$ cat src/rtl/multicycle_control_if.sv
// Control bundle between the multi-cycle controller and the datapath/memory port.
// The controller takes the master view, the datapath the slave view.
interface multicycle_control_if;
  logic [31:0] instr;
  logic        zero;
  logic        mem_ready;
  logic        mem_req;
  logic        mem_we;
  logic        iord;
  logic        ir_write;
  logic        pc_en;
  logic [1:0]  pc_source;
  logic        alu_src_a;
  logic [1:0]  alu_src_b;
  logic [4:0]  alu_sel;
  logic        reg_write;
  logic        reg_dst;
  logic        mem_to_reg;
  logic        illegal;

  modport master (
    input  instr, zero, mem_ready,
    output mem_req, mem_we, iord, ir_write, pc_en, pc_source, alu_src_a,
           alu_src_b, alu_sel, reg_write, reg_dst, mem_to_reg, illegal
  );

  modport slave (
    output instr, zero, mem_ready,
    input  mem_req, mem_we, iord, ir_write, pc_en, pc_source, alu_src_a,
           alu_src_b, alu_sel, reg_write, reg_dst, mem_to_reg, illegal
  );
endinterface

$ cat src/rtl/multicycle_control.sv
// Multi-cycle control FSM: fetch/decode/execute/memory/writeback sequencing
// for the 32-bit datapath, with a ready-handshaked memory port.
module multicycle_control (
  input  logic                 clk,
  input  logic                 rst_n,
  multicycle_control_if.master bus
);

  typedef enum logic [3:0] {
    S_FETCH     = 4'd0,
    S_DECODE    = 4'd1,
    S_R_EXEC    = 4'd2,
    S_R_WB      = 4'd3,
    S_MEM_ADDR  = 4'd4,
    S_MEM_READ  = 4'd5,
    S_LW_WB     = 4'd6,
    S_MEM_WRITE = 4'd7,
    S_I_WB      = 4'd8,
    S_BRANCH    = 4'd9,
    S_JUMP      = 4'd10
  } state_t;

  localparam logic [5:0] OP_RTYPE = 6'b000000;
  localparam logic [5:0] OP_ADDI  = 6'b001000;
  localparam logic [5:0] OP_LW    = 6'b100011;
  localparam logic [5:0] OP_SW    = 6'b101011;
  localparam logic [5:0] OP_BEQ   = 6'b000100;
  localparam logic [5:0] OP_J     = 6'b000010;

  localparam logic [4:0] SEL_ADD  = 5'b00000;
  localparam logic [4:0] SEL_NOR  = 5'b00001;
  localparam logic [4:0] SEL_ROLV = 5'b00010;
  localparam logic [4:0] SEL_RORV = 5'b00011;
  localparam logic [4:0] SEL_NOT  = 5'b00100;

  // Returns {legal, alu_sel} for an R-type funct field.
  function automatic logic [5:0] funct_decode(input logic [5:0] funct);
    logic [5:0] res;
    case (funct)
      6'b100000: res = {1'b1, SEL_ADD};
      6'b100111: res = {1'b1, SEL_NOR};
      6'b000100: res = {1'b1, SEL_ROLV};
      6'b000110: res = {1'b1, SEL_RORV};
      6'b100110: res = {1'b1, SEL_NOT};
      default:   res = {1'b0, SEL_ADD};
    endcase
    return res;
  endfunction

  state_t      state_r;
  state_t      next_state_s;
  logic [5:0]  opcode_s;
  logic [5:0]  r_dec_s;

  logic        mem_req_s;
  logic        mem_we_s;
  logic        iord_s;
  logic        ir_write_s;
  logic        pc_en_s;
  logic [1:0]  pc_source_s;
  logic        alu_src_a_s;
  logic [1:0]  alu_src_b_s;
  logic [4:0]  alu_sel_s;
  logic        reg_write_s;
  logic        reg_dst_s;
  logic        mem_to_reg_s;
  logic        illegal_s;

  assign opcode_s = bus.instr[31:26];
  assign r_dec_s  = funct_decode(bus.instr[5:0]);

  // State register.
  always_ff @(posedge clk or negedge rst_n) begin
    if (!rst_n) begin
      state_r <= S_FETCH;
    end else begin
      state_r <= next_state_s;
    end
  end

  // Next-state and control decode.
  always_comb begin
    next_state_s = state_r;
    mem_req_s    = 1'b0;
    mem_we_s     = 1'b0;
    iord_s       = 1'b0;
    ir_write_s   = 1'b0;
    pc_en_s      = 1'b0;
    pc_source_s  = 2'b00;
    alu_src_a_s  = 1'b0;
    alu_src_b_s  = 2'b00;
    alu_sel_s    = SEL_ADD;
    reg_write_s  = 1'b0;
    reg_dst_s    = 1'b0;
    mem_to_reg_s = 1'b0;
    illegal_s    = 1'b0;
    case (state_r)
      S_FETCH: begin
        mem_req_s   = 1'b1;
        alu_src_b_s = 2'b01;
        if (bus.mem_ready) begin
          ir_write_s   = 1'b1;
          pc_en_s      = 1'b1;
          next_state_s = S_DECODE;
        end else begin
          next_state_s = S_FETCH;
        end
      end
      S_DECODE: begin
        // ALU precomputes the branch target into ALUOut.
        alu_src_b_s = 2'b11;
        case (opcode_s)
          OP_RTYPE: begin
            if (r_dec_s[5]) begin
              next_state_s = S_R_EXEC;
            end else begin
              illegal_s    = 1'b1;
              next_state_s = S_FETCH;
            end
          end
          OP_ADDI, OP_LW, OP_SW: next_state_s = S_MEM_ADDR;
          OP_BEQ:                next_state_s = S_BRANCH;
          OP_J:                  next_state_s = S_JUMP;
          default: begin
            illegal_s    = 1'b1;
            next_state_s = S_FETCH;
          end
        endcase
      end
      S_R_EXEC: begin
        alu_src_a_s  = 1'b1;
        alu_sel_s    = r_dec_s[4:0];
        next_state_s = S_R_WB;
      end
      S_R_WB: begin
        reg_write_s  = 1'b1;
        reg_dst_s    = 1'b1;
        next_state_s = S_FETCH;
      end
      S_MEM_ADDR: begin
        alu_src_a_s = 1'b1;
        alu_src_b_s = 2'b10;
        case (opcode_s)
          OP_LW:   next_state_s = S_MEM_READ;
          OP_SW:   next_state_s = S_MEM_WRITE;
          OP_ADDI: next_state_s = S_I_WB;
          default: next_state_s = S_FETCH;
        endcase
      end
      S_MEM_READ: begin
        mem_req_s = 1'b1;
        iord_s    = 1'b1;
        if (bus.mem_ready) begin
          next_state_s = S_LW_WB;
        end else begin
          next_state_s = S_MEM_READ;
        end
      end
      S_LW_WB: begin
        reg_write_s  = 1'b1;
        mem_to_reg_s = 1'b1;
        next_state_s = S_FETCH;
      end
      S_MEM_WRITE: begin
        mem_req_s = 1'b1;
        mem_we_s  = 1'b1;
        iord_s    = 1'b1;
        if (bus.mem_ready) begin
          next_state_s = S_FETCH;
        end else begin
          next_state_s = S_MEM_WRITE;
        end
      end
      S_I_WB: begin
        reg_write_s  = 1'b1;
        next_state_s = S_FETCH;
      end
      S_BRANCH: begin
        alu_src_a_s  = 1'b1;
        pc_source_s  = 2'b01;
        pc_en_s      = bus.zero;
        next_state_s = S_FETCH;
      end
      S_JUMP: begin
        pc_en_s      = 1'b1;
        pc_source_s  = 2'b10;
        next_state_s = S_FETCH;
      end
      default: next_state_s = S_FETCH;
    endcase
  end

  // Reset masks every output at once, so an in-flight memory request drops
  // without waiting for a clock edge.
  always_comb begin
    if (rst_n) begin
      bus.mem_req    = mem_req_s;
      bus.mem_we     = mem_we_s;
      bus.iord       = iord_s;
      bus.ir_write   = ir_write_s;
      bus.pc_en      = pc_en_s;
      bus.pc_source  = pc_source_s;
      bus.alu_src_a  = alu_src_a_s;
      bus.alu_src_b  = alu_src_b_s;
      bus.alu_sel    = alu_sel_s;
      bus.reg_write  = reg_write_s;
      bus.reg_dst    = reg_dst_s;
      bus.mem_to_reg = mem_to_reg_s;
      bus.illegal    = illegal_s;
    end else begin
      bus.mem_req    = 1'b0;
      bus.mem_we     = 1'b0;
      bus.iord       = 1'b0;
      bus.ir_write   = 1'b0;
      bus.pc_en      = 1'b0;
      bus.pc_source  = 2'b00;
      bus.alu_src_a  = 1'b0;
      bus.alu_src_b  = 2'b00;
      bus.alu_sel    = 5'b00000;
      bus.reg_write  = 1'b0;
      bus.reg_dst    = 1'b0;
      bus.mem_to_reg = 1'b0;
      bus.illegal    = 1'b0;
    end
  end

endmodule

$ cat src/flat_wrapper.sv
// flat-port wrapper written by rule: the top's interface ports become plain ports
module multicycle_control_flat 
  (clk, rst_n, bus_instr, bus_zero, bus_mem_ready, bus_mem_req, bus_mem_we, bus_iord, bus_ir_write, bus_pc_en, bus_pc_source, bus_alu_src_a, bus_alu_src_b, bus_alu_sel, bus_reg_write, bus_reg_dst, bus_mem_to_reg, bus_illegal);
  multicycle_control_if bus_i ();
  input  logic clk;
  input  logic rst_n;
  input wire logic [$bits(bus_i.instr)-1:0] bus_instr;
  input wire logic [$bits(bus_i.zero)-1:0] bus_zero;
  input wire logic [$bits(bus_i.mem_ready)-1:0] bus_mem_ready;
  output wire logic [$bits(bus_i.mem_req)-1:0] bus_mem_req;
  output wire logic [$bits(bus_i.mem_we)-1:0] bus_mem_we;
  output wire logic [$bits(bus_i.iord)-1:0] bus_iord;
  output wire logic [$bits(bus_i.ir_write)-1:0] bus_ir_write;
  output wire logic [$bits(bus_i.pc_en)-1:0] bus_pc_en;
  output wire logic [$bits(bus_i.pc_source)-1:0] bus_pc_source;
  output wire logic [$bits(bus_i.alu_src_a)-1:0] bus_alu_src_a;
  output wire logic [$bits(bus_i.alu_src_b)-1:0] bus_alu_src_b;
  output wire logic [$bits(bus_i.alu_sel)-1:0] bus_alu_sel;
  output wire logic [$bits(bus_i.reg_write)-1:0] bus_reg_write;
  output wire logic [$bits(bus_i.reg_dst)-1:0] bus_reg_dst;
  output wire logic [$bits(bus_i.mem_to_reg)-1:0] bus_mem_to_reg;
  output wire logic [$bits(bus_i.illegal)-1:0] bus_illegal;
  assign bus_i.instr = bus_instr;
  assign bus_i.zero = bus_zero;
  assign bus_i.mem_ready = bus_mem_ready;
  assign bus_mem_req = bus_i.mem_req;
  assign bus_mem_we = bus_i.mem_we;
  assign bus_iord = bus_i.iord;
  assign bus_ir_write = bus_i.ir_write;
  assign bus_pc_en = bus_i.pc_en;
  assign bus_pc_source = bus_i.pc_source;
  assign bus_alu_src_a = bus_i.alu_src_a;
  assign bus_alu_src_b = bus_i.alu_src_b;
  assign bus_alu_sel = bus_i.alu_sel;
  assign bus_reg_write = bus_i.reg_write;
  assign bus_reg_dst = bus_i.reg_dst;
  assign bus_mem_to_reg = bus_i.mem_to_reg;
  assign bus_illegal = bus_i.illegal;
  multicycle_control u_core (.clk(clk), .rst_n(rst_n), .bus(bus_i));
endmodule
$ cat config.mk
export PLATFORM = sky130hd
export DESIGN_NAME = multicycle_control_flat
export DESIGN_NICKNAME = d
export VERILOG_FILES = /design/src/rtl/multicycle_control_if.sv /design/src/rtl/multicycle_control.sv /design/src/flat_wrapper.sv
export SDC_FILE = /design/constraint.sdc
export NUM_CORES = 1
export LEC_CHECK = 0
export BUFFER_PORTS_ARGS = -buffer_cell sky130_fd_sc_hd__clkbuf_2
export CORE_MARGIN = 2
export CORE_UTILIZATION = 40
export DETAILED_ROUTE_END_ITERATION = 8
export GPL_ROUTABILITY_DRIVEN = 0
export GPL_TIMING_DRIVEN = 0
export PLACE_DENSITY = 0.8
export RECOVER_POWER = 25
export SYNTH_ARGS = -nofsm -noshare
export SYNTH_HDL_FRONTEND = slang
export SYNTH_SLANG_ARGS = --single-unit
$ cat constraint.sdc
create_clock -name clk -period 2.7 [get_ports clk]
set_clock_uncertainty 0.1 [all_clocks]
set_input_delay 0 -clock clk [delete_from_list [all_inputs] [get_ports clk]]
set_output_delay 0 -clock clk [all_outputs]
set_load 0.005 [all_outputs]
* Word-level counts from Yosys, hierarchy flattened
Cells that the tools add are included.
** Storage, ports and cells
- Flip-flop bits (word level) :: 4
- Latch bits :: 0
- Bits in writable memories :: 0
- ROM bits :: 0
- Bits of input ports :: 36
- Output and inout port bits :: 19
- Word-level logic and storage cells :: 66
- Memories kept :: 0
** Operators by class
- Add/sub/neg operators :: 0
- Multipliers :: 0
- Divide/modulo/power cells :: 0
- $lt $le $gt $ge :: 0
- Equal/unequal tests :: 20
- Shifts and indexed selects :: 0
- Mux-type cells :: 37
- Bitwise operators :: 0
- Reduce and logical (&&, ||, !) cells :: 8
** Operator list (count)
- 6-bit equality test (second input constant) :: 5
- 6-bit one-hot mux with 5 select lines :: 1
- 4-bit one-hot mux with 6 select lines :: 1
- 1-bit two-way mux :: 22
- 6-bit by 3-bit equality test with 1-bit output (second input constant) :: 3
- 4-bit by 3-bit equality test with 1-bit output (second input constant) :: 4
- 4-bit one-hot mux with 4 select lines :: 1
- 4-bit equality test (second input constant) :: 3
- 4-bit one-hot mux with 3 select lines :: 1
- 3-bit OR reduction :: 4
- 5-bit two-way mux :: 2
- 4-bit by 2-bit equality test with 1-bit output (second input constant) :: 2
- 2-bit two-way mux :: 4
- 6-bit by 2-bit equality test with 1-bit output (second input constant) :: 1
- 6-bit by 4-bit equality test with 1-bit output (second input constant) :: 1
- 6-bit zero test :: 1
- 2-bit one-hot mux with 3 select lines :: 1
- 5-bit OR reduction :: 1
- 4-bit by 1-bit equality test with 1-bit output (second input constant) :: 1
- 4-bit zero test :: 1
- 2-bit one-hot mux with 2 select lines :: 1
- 3-bit two-way mux :: 1
- 1-bit one-hot mux with 3 select lines :: 1
- 1-bit one-hot mux with 2 select lines :: 1
- 2-bit OR reduction :: 1

* Depth between registers and ports, before layout
Gate-level depths: netlist (run 1).
- Depth after elaboration :: 6
- Depth in mapped cells :: 5
- Mapped depth without buffers :: 4

* Worst setup path after synthesis (run 1)
OpenSTA, ideal clock, no wires.
- Path kind :: flip-flop to flip-flop
- From :: reg u_core.state_r[2]
- To :: reg u_core.state_r[3]
- Setup time :: 0.066 ns
- Data arrival time :: 1.188 ns
- Required time :: 2.534 ns
- Setup slack :: 1.346 ns
- Stages on the path, launching flop included :: 6
- Buffers on the path :: 1
- Period minus slack after synthesis :: 1.354 ns
- Cells stage by stage :: dfrtp_1 buf_6 nor4b_2 a22oi_1 o21ai_1 and2_1
** Between the ends
- Word-level cells in the longest chain between the ends :: 2
- Elaborated cells between the ends (all ways) :: 7
- Those cells by class :: eq/ne (5); mux (1); reduce/logical (1)
** RTL lines
- start: declaration :: line multicycle_control.sv:50 : state_t state_r;
- start signal: assignment :: line multicycle_control.sv:77 : state_r <= next_state_s;
- 4-bit by 3-bit equality test with 1-bit output (tied with other cells) :: line multicycle_control.sv:97 : case (state_r)
- 4-bit one-hot mux with 6 select lines (*) :: line multicycle_control.sv:97
- net u_core.next_state_s[3] :: line multicycle_control.sv:51 : state_t next_state_s;
Mark *: on every way through the listed nets, which the timed path passes. The rest lies on a longest branch.

* Worst setup path in the final report (run 1)
- From :: in rst_n
- To :: out bus_pc_en
** Between the ends
- Word-level cells in the longest chain between the ends :: 1
** RTL lines
- start: declaration :: line flat_wrapper.sv:6 : input logic rst_n;
- 1-bit two-way mux :: line multicycle_control.sv:196 : if (rst_n) begin
- end: declaration :: line flat_wrapper.sv:14 : output wire logic [$bits(bus_i.pc_en)-1:0] bus_pc_en;
Every way passes these cells.

==> impl_metrics.env, run 1 <==
export IMPL_cts_tree="done"
export IMPL_leakagePower_nw=0.434
export IMPL_syn_cell_area_um2=652
export IMPL_clk_pin_slew_ns=0.04
export IMPL_avgRoutedWirePerCell_um=11.3
export IMPL_cp_num_buf_inv=3
export IMPL_drt_iter0_drc=15
export IMPL_drtPass1Iterations=4
export IMPL_synth_top_area_share_pct=15.4
export IMPL_top_regs="u_core.state_r x4"
export IMPL_synth_cell_types=43
export IMPL_nNetsFinal=162
export IMPL_p_int_uw=158
export IMPL_top_layer="met3"
export IMPL_fp_dieH_um=44.4
export IMPL_crit_chain="dlygate4sd3_1 -> clkbuf_1 -> nor4b_2 -> and2b_1 -> and2_4 -> a211o_1 -> clkbuf_2"
export IMPL_synth_ff_type="dfrtp_1"
export IMPL_crit_path_end_kind="output port"
export IMPL_yosys_area_top_type="dfrtp_1"
export IMPL_drcViolationCount=0
export IMPL_path_class="primary input to output port"
export IMPL_grt_pass1_wl_um=2660
export IMPL_core_area_um2=1520
export IMPL_dp_hpwl_um=1320
export IMPL_synth_ff_latch_count=4
export IMPL_cap_violations=0
export IMPL_dr_wl_met3_um=106
export IMPL_antenna_found_initial=0
export IMPL_critPathLaunchType="primary input"
export IMPL_synth_edf_count=0
export IMPL_clkPwrFrac_pct=30.9
export IMPL_layout_min_cycle_time_ns=1.87
export IMPL_dieArea_um2=1970
export IMPL_vias=779
export IMPL_vias_per_cell=5.56
export IMPL_power_combinational_fraction_pct=40.0
export IMPL_largest_register_ffs=4
export IMPL_status="finished, final reports clean"
export IMPL_hold_class="primary input to register"
export IMPL_drive_gt1_share_pct=35.5
export IMPL_met1_length_um=708
export IMPL_io_buffers=32
export IMPL_finalPower_uw=236
export IMPL_synth_yosys_seq_area_share_pct=15.4
export IMPL_synth_avg_cell_area_um2=7.49
export IMPL_grt_max_degree=12
export IMPL_timing_final_crit_share_pct=69.4
export IMPL_drv_slew=0
export IMPL_diodes=0
export IMPL_switching_power_uw=77.8
export IMPL_drt_antenna_violating_nets=0
export IMPL_hold_violations=0
export IMPL_fmax_ghz=0.534
export IMPL_cts_made_buffers=3
export IMPL_fill_cells=151
export IMPL_cpPeakStageDelay_ns=0.52
export IMPL_yosysWarningCount=0
export IMPL_clockRootBuffer="clkbuf_4"
export IMPL_drt_total_wl_um=1580
export IMPL_ir_worst_vdd_mv=0.297
export IMPL_grtUsageTotal_pct=18.0
export IMPL_syn_to_final_growth_pct=31.9
export IMPL_crit_family="buffers and inverters"
export IMPL_clock_latency_ns=0.23
export IMPL_std_cell_rows=14
export IMPL_grt_pass1_vias=649
export IMPL_syn_inst=87
export IMPL_cp_slowest_cell="dlygate4sd3_1"
export IMPL_ioPinCount=55
export IMPL_swShare_pct=32.9
export IMPL_die_x_um=44.4
export IMPL_synthTopCellsByArea="dfrtp_1 (15%), nor4b_2 (6.9%), nor2b_1 (5.8%)"
export IMPL_grt_overflow=0
export IMPL_ys_async_sr_fraction_pct=100
export IMPL_crit_arrival_ns=1.77
export IMPL_path_max_fanout=11
export IMPL_wl_met2_um=760
export IMPL_rsz0062_at_grt="no"
export IMPL_initial_core_util_pct=42.8
export IMPL_top_register="u_core.state_r"
export IMPL_cts_htree_levels=1
export IMPL_required_ns=2.60
export IMPL_cellPowerDensity_nw_per_um2=275
export IMPL_pwr_share_seq_pct=29.1
export IMPL_setup_tns_ns=0
export IMPL_cts_resized_gates=0
export IMPL_cts_sinks=4
export IMPL_setup_viol=0
export IMPL_clk_path_buf_depth=2
[per-stage QoR]
step | hold slack, ns | utilization, % | setup slack [ns] | std cells | instance area, um2
2_1_floorplan | -0.396 | - | 1.35 | 88 | 656
3_3_place_gp | -0.246 | 54.8 | 1.22 | 136 | 836
3_5_place_dp | -0.246 | 54.8 | 1.20 | 136 | 836
4_1_cts | 0.00397 | 57.0 | 0.973 | 140 | 868
5_1_grt | 0.0284 | 56.4 | 0.587 | 140 | 860
6_report | 0.0173 | 56.4 | 0.827 | 140 | 860
[worst min-delay path, delay by kind of cell]
kind,cells,cell delay [ns]
compound gates,2,0.16
buf+inv,1,0.14
[layer usage]
metal | track usage (%) | up-vias
met5 | 0 | -
met1 | 22.8 | 354
met3 | 6.12 | 0
met4 | 1.82 | 0
li1 | - | 395
met2 | 30.6 | 30
[layout make-up]
| class | count | area, um2 | share of cell area, % |
|---|---|---|---|
| buffer | 6 | 36.3 | 4.22 |
| clock buffer | 3 | 22.5 | 2.62 |
| inverter | 1 | 3.75 | 0.437 |
| multi-input combinational | 77 | 508 | 59.1 |
| sequential | 4 | 100 | 11.6 |
| tap | 16 | 20.0 | 2.33 |
| timing repair buffer | 33 | 169 | 19.7 |
[worst paths after layout]
| kind | start | to | slack (ns) | depth (start not counted) |
|---|---|---|---|---|
| min in group asynchronous | rst_n | u_core.state_r[1] | 0.12 | 2 |
| min reg2reg | u_core.state_r[1] | u_core.state_r[1] | 0.68 | 3 |
| max reg2reg | u_core.state_r[2] | u_core.state_r[3] | 1.06 | 5 |
| max in group asynchronous | rst_n | u_core.state_r[2] | 2.07 | 2 |
| min | bus_instr[29] | u_core.state_r[1] | 0.02 | 3 |
| max | rst_n | bus_pc_en | 0.83 | 7 |
[power by group through the flow]
| stage | combinational, mW | clock, mW | sequential, mW |
|---|---|---|---|
| after detailed placement | 0.0944 | 0 | 0.0697 |
| final | 0.0946 | 0.0729 | 0.0688 |
| after global routing | 0.106 | 0.0862 | 0.0695 |
| after floorplan | 0.0571 | 0 | 0.0681 |
| after global placement | 0.0924 | 0 | 0.0693 |
| after CTS | 0.0960 | 0.0774 | 0.0689 |
[repair_timing]
action | CTS | global route
hold buffers | 1 | 0
setup buffers | 0 | 0
hold endpoints to repair | 4 | 0
[logic make-up (layout without fill, tap and decap cells)]
logic type | after synthesis | after routing | share of synthesized area (%)
XOR/XNOR | 3 | 3 | 4.03
other | 1 | 2 | 0.575
buffers and inverters | 7 | 43 | 7.29
flip-flops | 4 | 4 | 15.4
multiplexers | 1 | 1 | 1.54
AND/OR/NAND/NOR | 51 | 51 | 50.9
AO/OA/AOI/OAI | 20 | 20 | 20.3
[cells in the mapped netlist (3+ instances only)]
cell type,count
nor2_1,8
dfrtp_1,4
nor2b_1,6
a31oi_1,3
nand2_1,6
nor3_1,3
nor4b_2,3
buf_4,3
and2_1,5
o21ai_0,4
[placed cells by master (no fill, tap or decap), drive strengths merged, types with 2 or more instances in the layout]
cell / instances
a21oi: 2
a31oi: 3
and2: 6
and3: 2
buf: 5
clkbuf: 36
conb: 2
dfrtp: 4
nand2: 6
nand2b: 2
nand3: 2
nand4b: 2
nor2: 8
nor2b: 6
nor3: 3
nor3b: 2
nor4: 2
nor4b: 4
o21ai: 6
xor2: 2
Note: power is estimated with default switching activity, not from simulation.
==> run 2, diff against run 1 <==
CORE_UTILIZATION = 38   (was 40)
PLACE_DENSITY = 0.77   (was 0.8)
clock period = 1.9 ns   (was 2.7 ns; I/O delays follow)
==> run 2 against run 1 <==
Total power grew 45%; register-to-register slack got worse by 0.65 ns; clock-buffer cell count unchanged; sequential share of layout area is 0.12 points lower; die area rose by 4.8%; flip-flop and latch count stayed put; sequential power increased by 42%; design area grew 1.0%; combinational power up 46%; non-clock buffer count did not move; routed wire length up 5.8%; critical path type unchanged.
==> impl_metrics.env, run 2 (synthesis results as in run 1) <==
export IMPL_leakagePower_nw=0.442
export IMPL_hold_violations=0
export IMPL_cap_violations=0
export IMPL_dp_hpwl_um=1350
export IMPL_cp_num_buf_inv=3
export IMPL_final_common_cell="clkbuf_2"
export IMPL_timing_final_crit_share_pct=93.2
export IMPL_clockRootBuffer="clkbuf_4"
export IMPL_finalPower_uw=343
export IMPL_cts_tree="done"
export IMPL_antenna_found_initial=0
export IMPL_io_buffers=32
export IMPL_grt_max_degree=12
export IMPL_cts_htree_levels=1
export IMPL_drive_gt1_share_pct=37.1
export IMPL_hp_start="bus_instr[29]"
export IMPL_initial_core_util_pct=41.8
export IMPL_path_class="primary input to output port"
export IMPL_switching_power_uw=117
export IMPL_crit_path_end_kind="output port"
export IMPL_hold_class="primary input to register"
export IMPL_drtPass1Iterations=4
export IMPL_clock_latency_ns=0.24
export IMPL_crit_arrival_ns=1.67
export IMPL_avgRoutedWirePerCell_um=11.9
export IMPL_nNetsFinal=162
export IMPL_swShare_pct=34.0
export IMPL_ir_worst_vdd_mv=0.317
export IMPL_drv_slew=0
export IMPL_cellPowerDensity_nw_per_um2=395
export IMPL_grt_overflow=0
export IMPL_syn_to_final_growth_pct=33.2
export IMPL_fmax_ghz=0.564
export IMPL_critPathLaunchType="primary input"
export IMPL_vias_per_cell=5.58
export IMPL_power_combinational_fraction_pct=40.1
export IMPL_placed_cell_area_um2=836
export IMPL_regToRegSetupSlack_ns=0.41
export IMPL_die_x_um=45.4
export IMPL_dieArea_um2=2060
export IMPL_largest_register_ffs=4
export IMPL_top_regs="u_core.state_r x4"
export IMPL_clk_path_buf_depth=2
export IMPL_reg2reg_from="u_core.state_r[2]"
export IMPL_drcViolationCount=0
export IMPL_crit_chain="dlygate4sd3_1 -> clkbuf_2 -> nor4b_2 -> o211ai_1 -> nor3b_1 -> clkbuf_2"
export IMPL_holdPathEnd="u_core.state_r[1]"
export IMPL_setup_tns_ns=0
export IMPL_drt_iter0_drc=18
export IMPL_ioPinCount=55
export IMPL_fp_dieH_um=45.4
export IMPL_top_register="u_core.state_r"
export IMPL_setup_viol=0
export IMPL_ff2ff_path_depth=5
export IMPL_grtUsageTotal_pct=17.0
export IMPL_clk_pin_slew_ns=0.03
export IMPL_final_cell_mix="clkbuf_2 (32), nor2_1 (8), nor2b_1 (6), nand2_1 (6)"
export IMPL_required_ns=1.80
export IMPL_cp_slowest_cell="dlygate4sd3_1"
export IMPL_drt_antenna_violating_nets=0
export IMPL_p_int_uw=227
export IMPL_grt_pass1_wl_um=2660
export IMPL_postCtsSetupBuffers=0
export IMPL_grt_pass1_vias=664
export IMPL_rsz0062_at_grt="no"
export IMPL_drt_total_wl_um=1670
export IMPL_crit_family="buffers and inverters"
export IMPL_cts_sinks=4
export IMPL_cpPeakStageDelay_ns=0.52
export IMPL_pwr_share_seq_pct=28.5
export IMPL_status="finished, final reports clean"
export IMPL_clkPwrFrac_pct=31.4
export IMPL_post_route_cell_area_um2=868
export IMPL_r2r_end="u_core.state_r[3]"
export IMPL_path_common_cell="clkbuf_2"
export IMPL_cts_made_buffers=3
export IMPL_layout_min_cycle_time_ns=1.77
export IMPL_path_max_fanout=11
export IMPL_std_cell_rows=14
export IMPL_diodes=0
export IMPL_hold_depth=3
export IMPL_core_area_um2=1560
export IMPL_vias=781
==> run 2: cell count changes in the layout (fill, tap and decap cells not counted), sizes merged <==
cell	before	now
buf	5	6
clkbuf	36	35
==> run 2: worst register-to-register path, stage by stage, from the launching register on <==
cell     delay [ns]
dfrtp_1        0.39
buf_6          0.15
nor4b_2        0.41
a22oi_1        0.12
o21ai_1        0.12
and2_1         0.13
==> run 2: layout make-up <==
class | instances | area, um2
clock buffer | 3 | 22.5
tap | 16 | 20.0
timing repair buffer | 33 | 170
fill | 159 | 691
sequential | 4 | 100
multi-input combinational | 77 | 508
buffer | 6 | 43.8
inverter | 1 | 3.75
==> run 2: power groups by stage <==
stage	Clock (mW)	Combinational, mW	Sequential [mW]
2_1_floorplan	0	0.0811	0.0968
3_3_place_gp	0	0.132	0.0984
3_5_place_dp	0	0.136	0.0989
4_1_cts	0.108	0.137	0.0978
5_1_grt	0.117	0.154	0.0988
6_report	0.108	0.138	0.0980
==> run 2: metrics by stage <==
step | hold slack [ns] | std cells | util (%) | worst slack, ns
after global routing | 0.0128 | 140 | 55.7 | 0.0119
after detailed placement | -0.239 | 136 | 53.6 | 0.365
after global placement | -0.249 | 136 | 53.6 | 0.387
after CTS | 0.0113 | 140 | 55.7 | 0.108
final | 0.0107 | 140 | 55.7 | 0.128
after floorplan | -0.396 | 88 | - | 0.546
==> run 2: layer usage <==
| layer | vias up | share of wire, % | track usage, % |
|---|---|---|---|
| met1 | 345 | 45 | 23.4 |
| met3 | 2 | 8.0 | 2.38 |
| li1 | 393 | - | - |
| met2 | 41 | 46 | 27.0 |
| met5 | - | 0 | 0 |
| met4 | 0 | 0.66 | 5.29 |
==> run 2: what timing repair did <==
item / CTS / global route
endpoints found under the setup margin: 0 / 0
hold buffers: 1 / 0
endpoints found under the hold margin: 4 / 0
resized for setup: 0 / 0
==> run 2: how the worst max path moves through the flow <==
stage / startpoint / to / slack [ns] / cells after the start
after CTS: rst_n / bus_pc_en / 0.11 / 7
final: rst_n / bus_illegal / 0.13 / 6
after detailed placement: u_core.state_r[3] / bus_pc_en / 0.37 / 6
after global routing: rst_n / bus_illegal / 0.01 / 6
after floorplan: u_core.state_r[2] / u_core.state_r[3] / 0.55 / 5
after global placement: u_core.state_r[3] / bus_illegal / 0.39 / 5
==> run 3, diff against run 2 <==
CAP_MARGIN = 25   (was default)
CORE_MARGIN = 5   (was 2)
==> run 3 against run 2 <==
Clock power down 4%; setup slack better by 0.050 ns; non-clock buffer count unchanged; flip-flop and latch count unchanged; hold slack better by 0.011 ns; register-to-register slack worse by 0.03 ns; die area up 28%; highest routed layer unchanged; critical path depth down 1; utilization down 3.0 points; global-route usage down 1.7 points; clock-buffer cell count unchanged.
==> impl_metrics.env, run 3 (synthesis results as in run 1) <==
export IMPL_cts_sinks=4
export IMPL_ff2ff_path_depth=5
export IMPL_cap_violations=0
export IMPL_pwr_share_seq_pct=28.7
export IMPL_crit_arrival_ns=1.62
export IMPL_largest_register_ffs=4
export IMPL_reg2reg_from="u_core.state_r[2]"
export IMPL_die_x_um=51.4
export IMPL_cts_htree_levels=1
export IMPL_drt_antenna_violating_nets=0
export IMPL_p_int_uw=228
export IMPL_cp_slowest_cell="dfrtp_2"
export IMPL_io_buffers=32
export IMPL_vias_per_cell=5.43
export IMPL_timing_final_crit_share_pct=90.6
export IMPL_holdPathEnd="u_core.state_r[3]"
export IMPL_cpPeakStageDelay_ns=0.43
export IMPL_hold_violations=0
export IMPL_setup_slack_ns=0.178
export IMPL_fmax_ghz=0.581
export IMPL_grtUsageTotal_pct=15.3
export IMPL_status="finished, final reports clean"
export IMPL_core_area_um2=1670
export IMPL_power_combinational_fraction_pct=41.1
export IMPL_rsz0062_at_grt="no"
export IMPL_nNetsFinal=162
export IMPL_hold_class="primary input to register"
export IMPL_path_max_fanout=10
export IMPL_dp_cells=137
export IMPL_final_cell_mix="clkbuf_2 (32), nor2_1 (8), nor2b_1 (6), nand2_1 (6), and2_1 (5)"
export IMPL_vias=766
export IMPL_cellPowerDensity_nw_per_um2=391
export IMPL_drt_iter0_drc=12
export IMPL_grt_pass1_vias=728
export IMPL_drcViolationCount=0
export IMPL_switching_power_uw=115
export IMPL_cts_tree="done"
export IMPL_drive_gt1_share_pct=37.9
export IMPL_dp_slack_ns=0.371
export IMPL_r2r_end="u_core.state_r[3]"
export IMPL_crit_path_end_kind="output port"
export IMPL_final_common_cell="clkbuf_2"
export IMPL_top_register="u_core.state_r"
export IMPL_setup_tns_ns=0
export IMPL_clk_pin_slew_ns=0.03
export IMPL_leakagePower_nw=0.447
export IMPL_clkPwrFrac_pct=30.2
export IMPL_ioPinCount=55
export IMPL_clk_path_buf_depth=2
export IMPL_ff_latch_area_um2=101
export IMPL_crit_chain="buf_4 -> and3b_1 -> nand4_1 -> nor3_1 -> clkbuf_2"
export IMPL_setup_viol=0
export IMPL_path_class="register to output port"
export IMPL_drtPass1Iterations=4
export IMPL_ir_worst_vdd_mv=0.234
export IMPL_hp_start="bus_instr[31]"
export IMPL_clock_latency_ns=0.23
export IMPL_fill_cells=172
export IMPL_clockRootBuffer="clkbuf_4"
export IMPL_dp_hpwl_um=1560
export IMPL_top_regs="u_core.state_r x4"
export IMPL_drt_total_wl_um=1900
export IMPL_syn_to_final_growth_pct=34.9
export IMPL_post_route_cell_area_um2=880
export IMPL_initial_core_util_pct=39.0
export IMPL_fp_dieH_um=51.4
export IMPL_std_cell_rows=15
export IMPL_cts_made_buffers=3
export IMPL_grt_max_degree=12
export IMPL_multi_input_area_um2=517
export IMPL_dieArea_um2=2640
export IMPL_layout_min_cycle_time_ns=1.72
export IMPL_swShare_pct=33.6
export IMPL_required_ns=1.80
export IMPL_final_cells=141
export IMPL_placed_cell_area_um2=837
export IMPL_antenna_found_initial=0
export IMPL_regToRegSetupSlack_ns=0.38
export IMPL_diodes=0
export IMPL_hold_depth=3
export IMPL_grt_pass1_wl_um=3130
export IMPL_critPathLaunchType="register"
export IMPL_grt_overflow=0
export IMPL_avgRoutedWirePerCell_um=13.5
export IMPL_drv_slew=0
==> run 3: changes by cell type in the layout (fill, tap and decap cells not counted) <==
| cell | before | now |
|---|---|---|
| dfrtp_2 | 0 | 1 |
| nor4b_2 | 3 | 2 |
| o21ai_0 | 5 | 4 |
| nor4b_4 | 0 | 1 |
| o21ai_1 | 1 | 2 |
| dfrtp_1 | 4 | 3 |
==> run 3: power groups by stage <==
| stage | registers, mW | logic (mW) | clock network, mW |
|---|---|---|---|
| finish | 0.0986 | 0.141 | 0.104 |
| global route | 0.0996 | 0.156 | 0.120 |
| CTS | 0.0979 | 0.139 | 0.110 |
| detailed placement | 0.0990 | 0.137 | 0 |
| global placement | 0.0987 | 0.132 | 0 |
| floorplan | 0.0968 | 0.0811 | 0 |
==> run 3: worst max-delay path, delay by kind of cell (launching register included) <==
family | cells | cell delay, ns
buffers and inverters | 2 | 0.35
DFF | 1 | 0.43
and+or+nand+nor | 3 | 0.61
==> run 3: metal layers <==
metal,up-vias,share of wire (%),track usage [%]
met4,0,1.9,6.99
met5,-,0,0
met2,33,49,24.8
met3,4,7.1,4.08
met1,337,42,18.7
li1,392,-,-
==> run 3: worst max path at each step <==
stage,from,to,slack [ns],cells past startpoint
4_1_cts,rst_n,bus_pc_en,0.11,7
6_report,u_core.state_r[1],bus_alu_sel[1],0.18,5
3_5_place_dp,u_core.state_r[3],bus_pc_en,0.37,6
3_3_place_gp,u_core.state_r[3],bus_illegal,0.39,5
2_1_floorplan,u_core.state_r[2],u_core.state_r[3],0.55,5
5_1_grt,u_core.state_r[1],bus_alu_sel[1],0.06,5
==> run 3: layout make-up <==
| type | count | area share [%] |
|---|---|---|
| inverter | 1 | 0.427 |
| clock buffer | 3 | 2.56 |
| tap | 17 | 2.42 |
| multi-input combinational | 77 | 58.7 |
| sequential | 4 | 11.5 |
| buffer | 6 | 4.98 |
| timing repair buffer | 33 | 19.3 |
==> run 3: repair_timing <==
action                     in CTS  in global routing
setup endpoints to repair       0                  2
hold buffers                    1                  0
gates resized for setup         0                  2
hold endpoints to repair        4                  0
setup buffers                   0                  0
==> run 3: metrics by stage <==
step / total power [mW] / hold slack, ns / util (%)
2_1_floorplan: 0.178 / -0.396 / -
3_3_place_gp: 0.231 / -0.247 / 50.1
3_5_place_dp: 0.236 / -0.242 / 50.1
4_1_cts: 0.347 / 0.00873 / 52.1
5_1_grt: 0.375 / 0.0120 / 52.7
6_report: 0.344 / 0.0221 / 52.7
